**src/rtl/design_params.sv**
```systemverilog
// Shared widths and request structs for the cache request decoder, sized for
// the default configuration (32-bit addresses and data, 32-byte lines, 64 sets).
package design_params;

  localparam int ADDR_W      = 32;
  localparam int DATA_W      = 32;
  localparam int BLOCK_BYTES = 32;
  localparam int SETS        = 64;
  localparam int OP_W        = 2;
  localparam int ID_W        = 3;

  localparam int BYTE_OFF_WIDTH  = $clog2(DATA_W / 8);
  localparam int BLOCK_OFF_WIDTH = $clog2(BLOCK_BYTES);
  localparam int OFFSET_WIDTH    = BLOCK_OFF_WIDTH - BYTE_OFF_WIDTH;
  localparam int INDEX_WIDTH     = $clog2(SETS);
  // A single-set cache has no index bits; keep a 1-bit field that stays 0.
  localparam int INDEX_FIELD_W   = (INDEX_WIDTH > 0) ? INDEX_WIDTH : 1;
  localparam int TAG_WIDTH       = ADDR_W - BLOCK_OFF_WIDTH - INDEX_WIDTH;

  typedef struct packed {
    logic [OP_W-1:0]   op;
    logic [ID_W-1:0]   req_id;
    logic [ADDR_W-1:0] mem_address;
    logic [DATA_W-1:0] data;
  } cache_req_t;

  typedef struct packed {
    cache_req_t                 req;
    logic [BYTE_OFF_WIDTH-1:0]  byte_off;
    logic [OFFSET_WIDTH-1:0]    offset;
    logic [INDEX_FIELD_W-1:0]   index;
    logic [TAG_WIDTH-1:0]       tag;
    logic [ADDR_W-1:0]          block_address;
  } cache_decoded_req_t;

endpackage

```
**src/rtl/cache_id_scoreboard.sv**
```systemverilog
// Tracks which request IDs are in flight: one busy bit per ID plus a count of
// set bits. A retire only counts when it hits a busy ID.
module cache_id_scoreboard #(
  parameter int ID_W = 3
) (
  input  logic                   clk_i,
  input  logic                   rst_i,
  input  logic                   set_valid_i,
  input  logic [ID_W-1:0]        set_id_i,
  input  logic                   clr_valid_i,
  input  logic [ID_W-1:0]        clr_id_i,
  output logic [(1<<ID_W)-1:0]   busy_o,
  output logic [ID_W:0]          cnt_o
);

  localparam int N = 1 << ID_W;

  logic [N-1:0] busy_q, busy_d;
  logic [ID_W:0] cnt_q, cnt_d;
  logic          set_new, clr_hit;

  // An ID can never be set twice, so the count tops out at N.
  always_comb begin
    set_new = set_valid_i && !busy_q[set_id_i];
    clr_hit = clr_valid_i && busy_q[clr_id_i];
    busy_d  = busy_q;
    if (clr_hit) busy_d[clr_id_i] = 1'b0;
    if (set_new) busy_d[set_id_i] = 1'b1;
    cnt_d = cnt_q + {{ID_W{1'b0}}, set_new} - {{ID_W{1'b0}}, clr_hit};
  end

  always_ff @(posedge clk_i) begin
    if (rst_i) begin
      busy_q <= '0;
      cnt_q  <= '0;
    end else begin
      busy_q <= busy_d;
      cnt_q  <= cnt_d;
    end
  end

  assign busy_o = busy_q;
  assign cnt_o  = cnt_q;

endmodule

```
**src/rtl/cache_req_decode.sv**
```systemverilog
// Splits cache request addresses into byte/offset/index/tag fields behind a
// 2-entry output skid buffer, blocking IDs still in flight.
// Optional alignment flag: define CACHE_DECODE_ALIGN_CHECK_EN.
module cache_req_decode
  import design_params::*;
#(
  parameter int ADDRESS_WIDTH = 32,
  parameter int DATA_WIDTH    = 32,
  parameter int BLOCK_SIZE    = 32,
  parameter int NUM_SETS      = 64,
  parameter int OP            = 2,
  parameter int REQ_ID        = 3
) (
  input  logic               clk,
  input  logic               rst,
  input  logic               in_valid,
  output logic               in_ready,
  input  cache_req_t         in_req,
  output logic               out_valid,
  input  logic               out_ready,
  output cache_decoded_req_t out_req,
  input  logic               retire_valid,
  input  logic [REQ_ID-1:0]  retire_id,
  output logic [REQ_ID:0]    outstanding_cnt,
  output logic               out_misaligned
);

  localparam int BOW = $clog2(DATA_WIDTH / 8);
  localparam int LOW = $clog2(BLOCK_SIZE);
  localparam int IW  = $clog2(NUM_SETS);
  localparam logic [ADDRESS_WIDTH-1:0] BYTE_MASK = ADDRESS_WIDTH'((1 << BOW) - 1);
  localparam logic [ADDRESS_WIDTH-1:0] OFF_MASK  = ADDRESS_WIDTH'((1 << (LOW - BOW)) - 1);
  localparam logic [ADDRESS_WIDTH-1:0] SET_MASK  = ADDRESS_WIDTH'(NUM_SETS - 1);
  localparam logic [ADDRESS_WIDTH-1:0] LINE_MASK = ADDRESS_WIDTH'(BLOCK_SIZE - 1);

  logic [ADDRESS_WIDTH-1:0]  addr;
  cache_decoded_req_t        dec;
  logic [(1<<REQ_ID)-1:0]    busy;
  logic                      push, pop;
  logic                      ld0_in, ld0_shift, ld1_in;
  logic [1:0]                fill_q, fill_d;
  cache_decoded_req_t        ent0_q, ent0_d, ent1_q, ent1_d;

  assign addr = in_req.mem_address;

  always_comb begin
    dec               = '0;
    dec.req           = in_req;
    dec.req.op        = in_req.op[OP-1:0];
    dec.byte_off      = BYTE_OFF_WIDTH'(addr & BYTE_MASK);
    dec.offset        = OFFSET_WIDTH'((addr >> BOW) & OFF_MASK);
    dec.index         = INDEX_FIELD_W'((addr >> LOW) & SET_MASK);
    dec.tag           = TAG_WIDTH'(addr >> (LOW + IW));
    dec.block_address = addr & ~LINE_MASK;
  end

  cache_id_scoreboard #(
    .ID_W(REQ_ID)
  ) u_scoreboard (
    .clk_i       (clk),
    .rst_i       (rst),
    .set_valid_i (push),
    .set_id_i    (in_req.req_id),
    .clr_valid_i (retire_valid),
    .clr_id_i    (retire_id),
    .busy_o      (busy),
    .cnt_o       (outstanding_cnt)
  );

  // Readiness only looks at registered state, so a same-cycle retire cannot
  // unblock the request it is retiring.
  assign in_ready  = !rst && (fill_q != 2'd2) && !busy[in_req.req_id];
  assign push      = in_valid && in_ready;
  assign out_valid = (fill_q != 2'd0);
  assign pop       = out_valid && out_ready;

  // Entry 0 is the presented head; entry 1 holds the skid when the head stalls.
  assign ld0_in    = push && ((fill_q == 2'd0) || pop);
  assign ld0_shift = pop && !ld0_in;
  assign ld1_in    = push && (fill_q == 2'd1) && !pop;

  always_comb begin
    fill_d = fill_q + {1'b0, push} - {1'b0, pop};
    ent0_d = ent0_q;
    if (ld0_in)         ent0_d = dec;
    else if (ld0_shift) ent0_d = ent1_q;
    ent1_d = ld1_in ? dec : ent1_q;
  end

  always_ff @(posedge clk) begin
    if (rst) begin
      fill_q <= 2'd0;
      ent0_q <= '0;
      ent1_q <= '0;
    end else begin
      fill_q <= fill_d;
      ent0_q <= ent0_d;
      ent1_q <= ent1_d;
    end
  end

  assign out_req = ent0_q;

`ifdef CACHE_DECODE_ALIGN_CHECK_EN
  logic mis_in, mis0_q, mis0_d, mis1_q, mis1_d;

  assign mis_in = (dec.byte_off != '0);

  always_comb begin
    mis0_d = mis0_q;
    if (ld0_in)         mis0_d = mis_in;
    else if (ld0_shift) mis0_d = mis1_q;
    mis1_d = ld1_in ? mis_in : mis1_q;
  end

  always_ff @(posedge clk) begin
    if (rst) begin
      mis0_q <= 1'b0;
      mis1_q <= 1'b0;
    end else begin
      mis0_q <= mis0_d;
      mis1_q <= mis1_d;
    end
  end

  assign out_misaligned = mis0_q;
`else
  assign out_misaligned = 1'b0;
`endif

endmodule

```
**config.mk**
```make
export PLATFORM = sky130hd
export DESIGN_NAME = cache_req_decode
export DESIGN_NICKNAME = d
export VERILOG_FILES = /design/src/rtl/design_params.sv /design/src/rtl/cache_id_scoreboard.sv /design/src/rtl/cache_req_decode.sv
export SDC_FILE = /design/constraint.sdc
export NUM_CORES = 1
export LEC_CHECK = 0
export BUFFER_PORTS_ARGS = -buffer_cell sky130_fd_sc_hd__buf_2
export CAP_MARGIN = 10
export CORE_MARGIN = 3
export CORE_UTILIZATION = 35
export CTS_CLUSTER_SIZE = 20
export DETAILED_ROUTE_END_ITERATION = 12
export MAX_ROUTING_LAYER = met4
export PLACE_DENSITY = 0.6
export SLEW_MARGIN = 25
export SYNTH_ARGS = -nofsm -noshare
export SYNTH_HDL_FRONTEND = slang
export SYNTH_SLANG_ARGS = --single-unit
```
**constraint.sdc**
```tcl
create_clock -name clk -period 2.8 [get_ports clk]
set_input_delay 0.14 -clock clk [delete_from_list [all_inputs] [get_ports clk]]
set_output_delay 0.14 -clock clk [all_outputs]
set_load 0.01 [all_outputs]
```
==> flow_metrics.py <==
metrics = {
    "status": {
        "outcome": "finished, final reports clean",
    },
    "power_and_ir_drop": {
        "vdd_ir_drop_max_v": 0.000466,
        "pwr_density_cell_nw_per_um2": 852,
        "p_leak_nw": 4.02,
    },
    "hold_path": {
        "min_path_type": "in2reg",
        "hp-start": "in_req[66]",
    },
    "detailed_routing": {
        "dr.pass1.iters": 5,
        "wl_per_cell_um": 15.5,
        "avgViaCountPerCell": 4.97,
        "vias": 6232,
        "drt_iter0_markers": 335,
        "routed_wl_um": 19400,
        "drc": 0,
        "ant_nets": 0,
    },
    "worst_setup_path": {
        "critical-path-top-delay-family": "buffers and inverters",
        "critical_path_class": "reg2out",
        "startpoint": "u_scoreboard.busy_o[5]",
        "endpoint_kind": "output pin",
        "path_cells": "mux2i_1, o221ai_2, nor2_4, buf_4, and2_1, buf_2",
        "slowest_delay_ns": 0.69,
        "arrival_ns": 2.33,
        "cp_max_fo": 76,
        "critical_path_buf_inv_count": 2,
        "critPathLaunchType": "register",
        "cp.required_ns": 2.66,
        "reg2reg_slack_ns": 0.51,
        "slowest_stage": "buf_4",
        "rr_startpoint": "u_scoreboard.busy_o[0]",
    },
    "timing": {
        "skew_ns": 0.00923,
        "hold_ws_ns": 0.0488,
        "slew_headroom_pct": 35.7,
        "setup_tns_ns": 0,
        "worstMarginPinSlew_ns": 0.965,
        "finalHoldViolCount": 0,
        "fin_crit_sh_pct": 88.2,
        "finalSetupViolCount": 0,
        "slew_viol_final": 0,
        "rsz0062_at_grt": "no",
        "fmax_mhz": 405,
        "fin_crit_ns": 2.47,
    },
    "layout": {
        "drive_above_1_share_pct": 32.4,
        "fin_util_pct": 46.7,
        "final_area_um2": 8920,
        "fin_cells": 1253,
        "layout.nets": 1062,
        "syn_to_final_growth_pct": 28.5,
    },
    "synth": {
        "ys_seq_elements": 152,
        "synth_compound_area_share_pct": 28.6,
        "ys_seq_area_share_pct": 43.8,
        "yosys.area_share.simple_pct": 8.45,
        "ys_dominant_reg_cell": "dfxtp_1",
        "netlist_area_um2": 6940,
        "synth.mux.area_fraction_pct": 0.883,
        "synth_cell_types": 39,
        "yosysMostFrequentCell": "dfxtp_1",
        "synth-edff-count": 0,
        "ys_warn_count": 0,
        "async_flop_share_pct": 0,
        "post_synth_xor_area_fraction_pct": 0.631,
        "synth_top_area_share_pct": 43.8,
        "avgSynthCellArea_um2": 8.61,
        "synth_common_cells": "dfxtp_1, a21oi_1, inv_1, o21ai_0, buf_4",
        "netlist_top_cells_area": "dfxtp_1, a21oi_1, o221a_2, buf_4, o21ai_0",
        "yosys.area_share.adder_pct": 1.37,
        "synth_area_leader_cell": "dfxtp_1",
        "synth_top_family_by_area": "compound AO/OA/AOI/OAI gates",
        "netlist_instances": 806,
    },
    "cts": {
        "cts_root_buf": "clkbuf_16",
        "clkTransAtPathRegs_ns": 0.06,
        "htreeDepth": 4,
        "clk-insertion-delay-late_ns": 0.42,
        "cts_buffer_depth": 2,
        "postCtsResizedCells": 0,
        "cts_tree": "built",
        "numCtsBuffers": 17,
        "clock_sinks": 152,
    },
    "global_route": {
        "grt_usage_pct": 18.0,
        "grt_pass1_vias": 5793,
        "grt_pass1_wl_um": 30800,
        "antenna_found_initial": 2,
        "overflow": 0,
        "grt_max_degree": 77,
    },
    "placement": {
        "gp_congestion": 0.812,
        "dpl_cell_area_um2": 7670,
        "place_hpwl_um": 11200,
        "io_buffer_count": 210,
        "placed_cells": 1153,
    },
    "floorplanning": {
        "core.rowCount": 50,
        "fp.dieArea_um2": 21600,
        "initial_core_util_pct": 36.4,
        "die_w_um": 147,
        "fp.dieH_um": 147,
        "design.portCount": 217,
        "coreArea_um2": 19100,
    },
    "job": {
        "maxCapViolCount": 0,
    },
}
==> final timing paths <==
kind | depth (start not counted) | end
worst max-delay path | 6 | in_ready
worst min-delay path | 3 | ent1_q[130]
worst max register to register | 6 | ent1_q[101]
worst min register to register | 2 | ent1_q[95]
==> sequential cells by signal (all words and copies together), names as in the netlist <==
signal	cells
u_scoreboard.busy_o	8
fill_q	2
out_req	69
u_scoreboard.cnt_o	4
ent1_q	69
==> worst min-delay path, delay by kind of cell <==
family | cells | cell delay (ns)
AND/OR/NAND/NOR | 1 | 0.07
AO/OA/AOI/OAI | 1 | 0.05
buffers and inverters | 1 | 0.15
==> layer usage <==
layer	vias to the layer above	track usage, %	part of all wire, %
li1	3124	-	-
met1	2903	23.3	44
met2	196	28.3	48
met3	9	4.90	6.6
met4	0	4.23	0.92
met5	-	-	0
==> kinds of logic (layout without fill, tap and decap cells) <==
logic type | Yosys count | in the layout
xor+xnor | 5 | 5
mux | 6 | 6
buf+inv | 218 | 398
other cells | 1 | 8
flops | 152 | 152
simple gates | 112 | 112
compound gates | 305 | 305
fa+ha+maj | 7 | 7
==> through the flow <==
step	power [mW]	setup slack (ns)
2_1_floorplan	4.72	0.549
5_1_grt	8.03	0.0934
6_report	7.60	0.330
4_1_cts	7.71	0.213
3_5_place_dp	5.35	0.436
3_3_place_gp	5.33	0.498
==> area by class of cell <==
| cell class | instances | area [µm²] |
|---|---|---|
| Antenna cell | 2 | 5.00 |
| Clock buffer | 20 | 457 |
| Clock inverter | 12 | 123 |
| Fill cell | 1835 | 10200 |
| Inverter | 78 | 293 |
| Multi-Input combinational cell | 441 | 2830 |
| Sequential cell | 152 | 3040 |
| Tap cell | 260 | 325 |
| Timing Repair Buffer | 288 | 1840 |
==> cells in the final DEF (no fill, tap or decap), drive strengths merged, types with 13 or more instances in the layout <==
master and n:
dfxtp 152, a21oi 151, o221a 69, o21ai 78, nand3 70, dlygate4sd3 66
clkbuf 20, inv 80, nor2 13, buf 222
==> what timing repair did <==
action	CTS	global route
hold buffers	66	0
buffers inserted	0	0
hold endpoints to repair	66	0
==> power by group <==
| group | switching [mW] | internal [mW] | leakage [nW] | total [mW] |
|---|---|---|---|---|
| sequential | 0.278 | 2.57 | 1.24 | 2.85 |
| combinational | 1.41 | 1.08 | 2.49 | 2.49 |
| clock | 0.907 | 1.36 | 0.286 | 2.26 |
| total | 2.59 | 5.01 | 4.02 | 7.60 |
No activity file was read; power rests on OpenSTA's default activity.
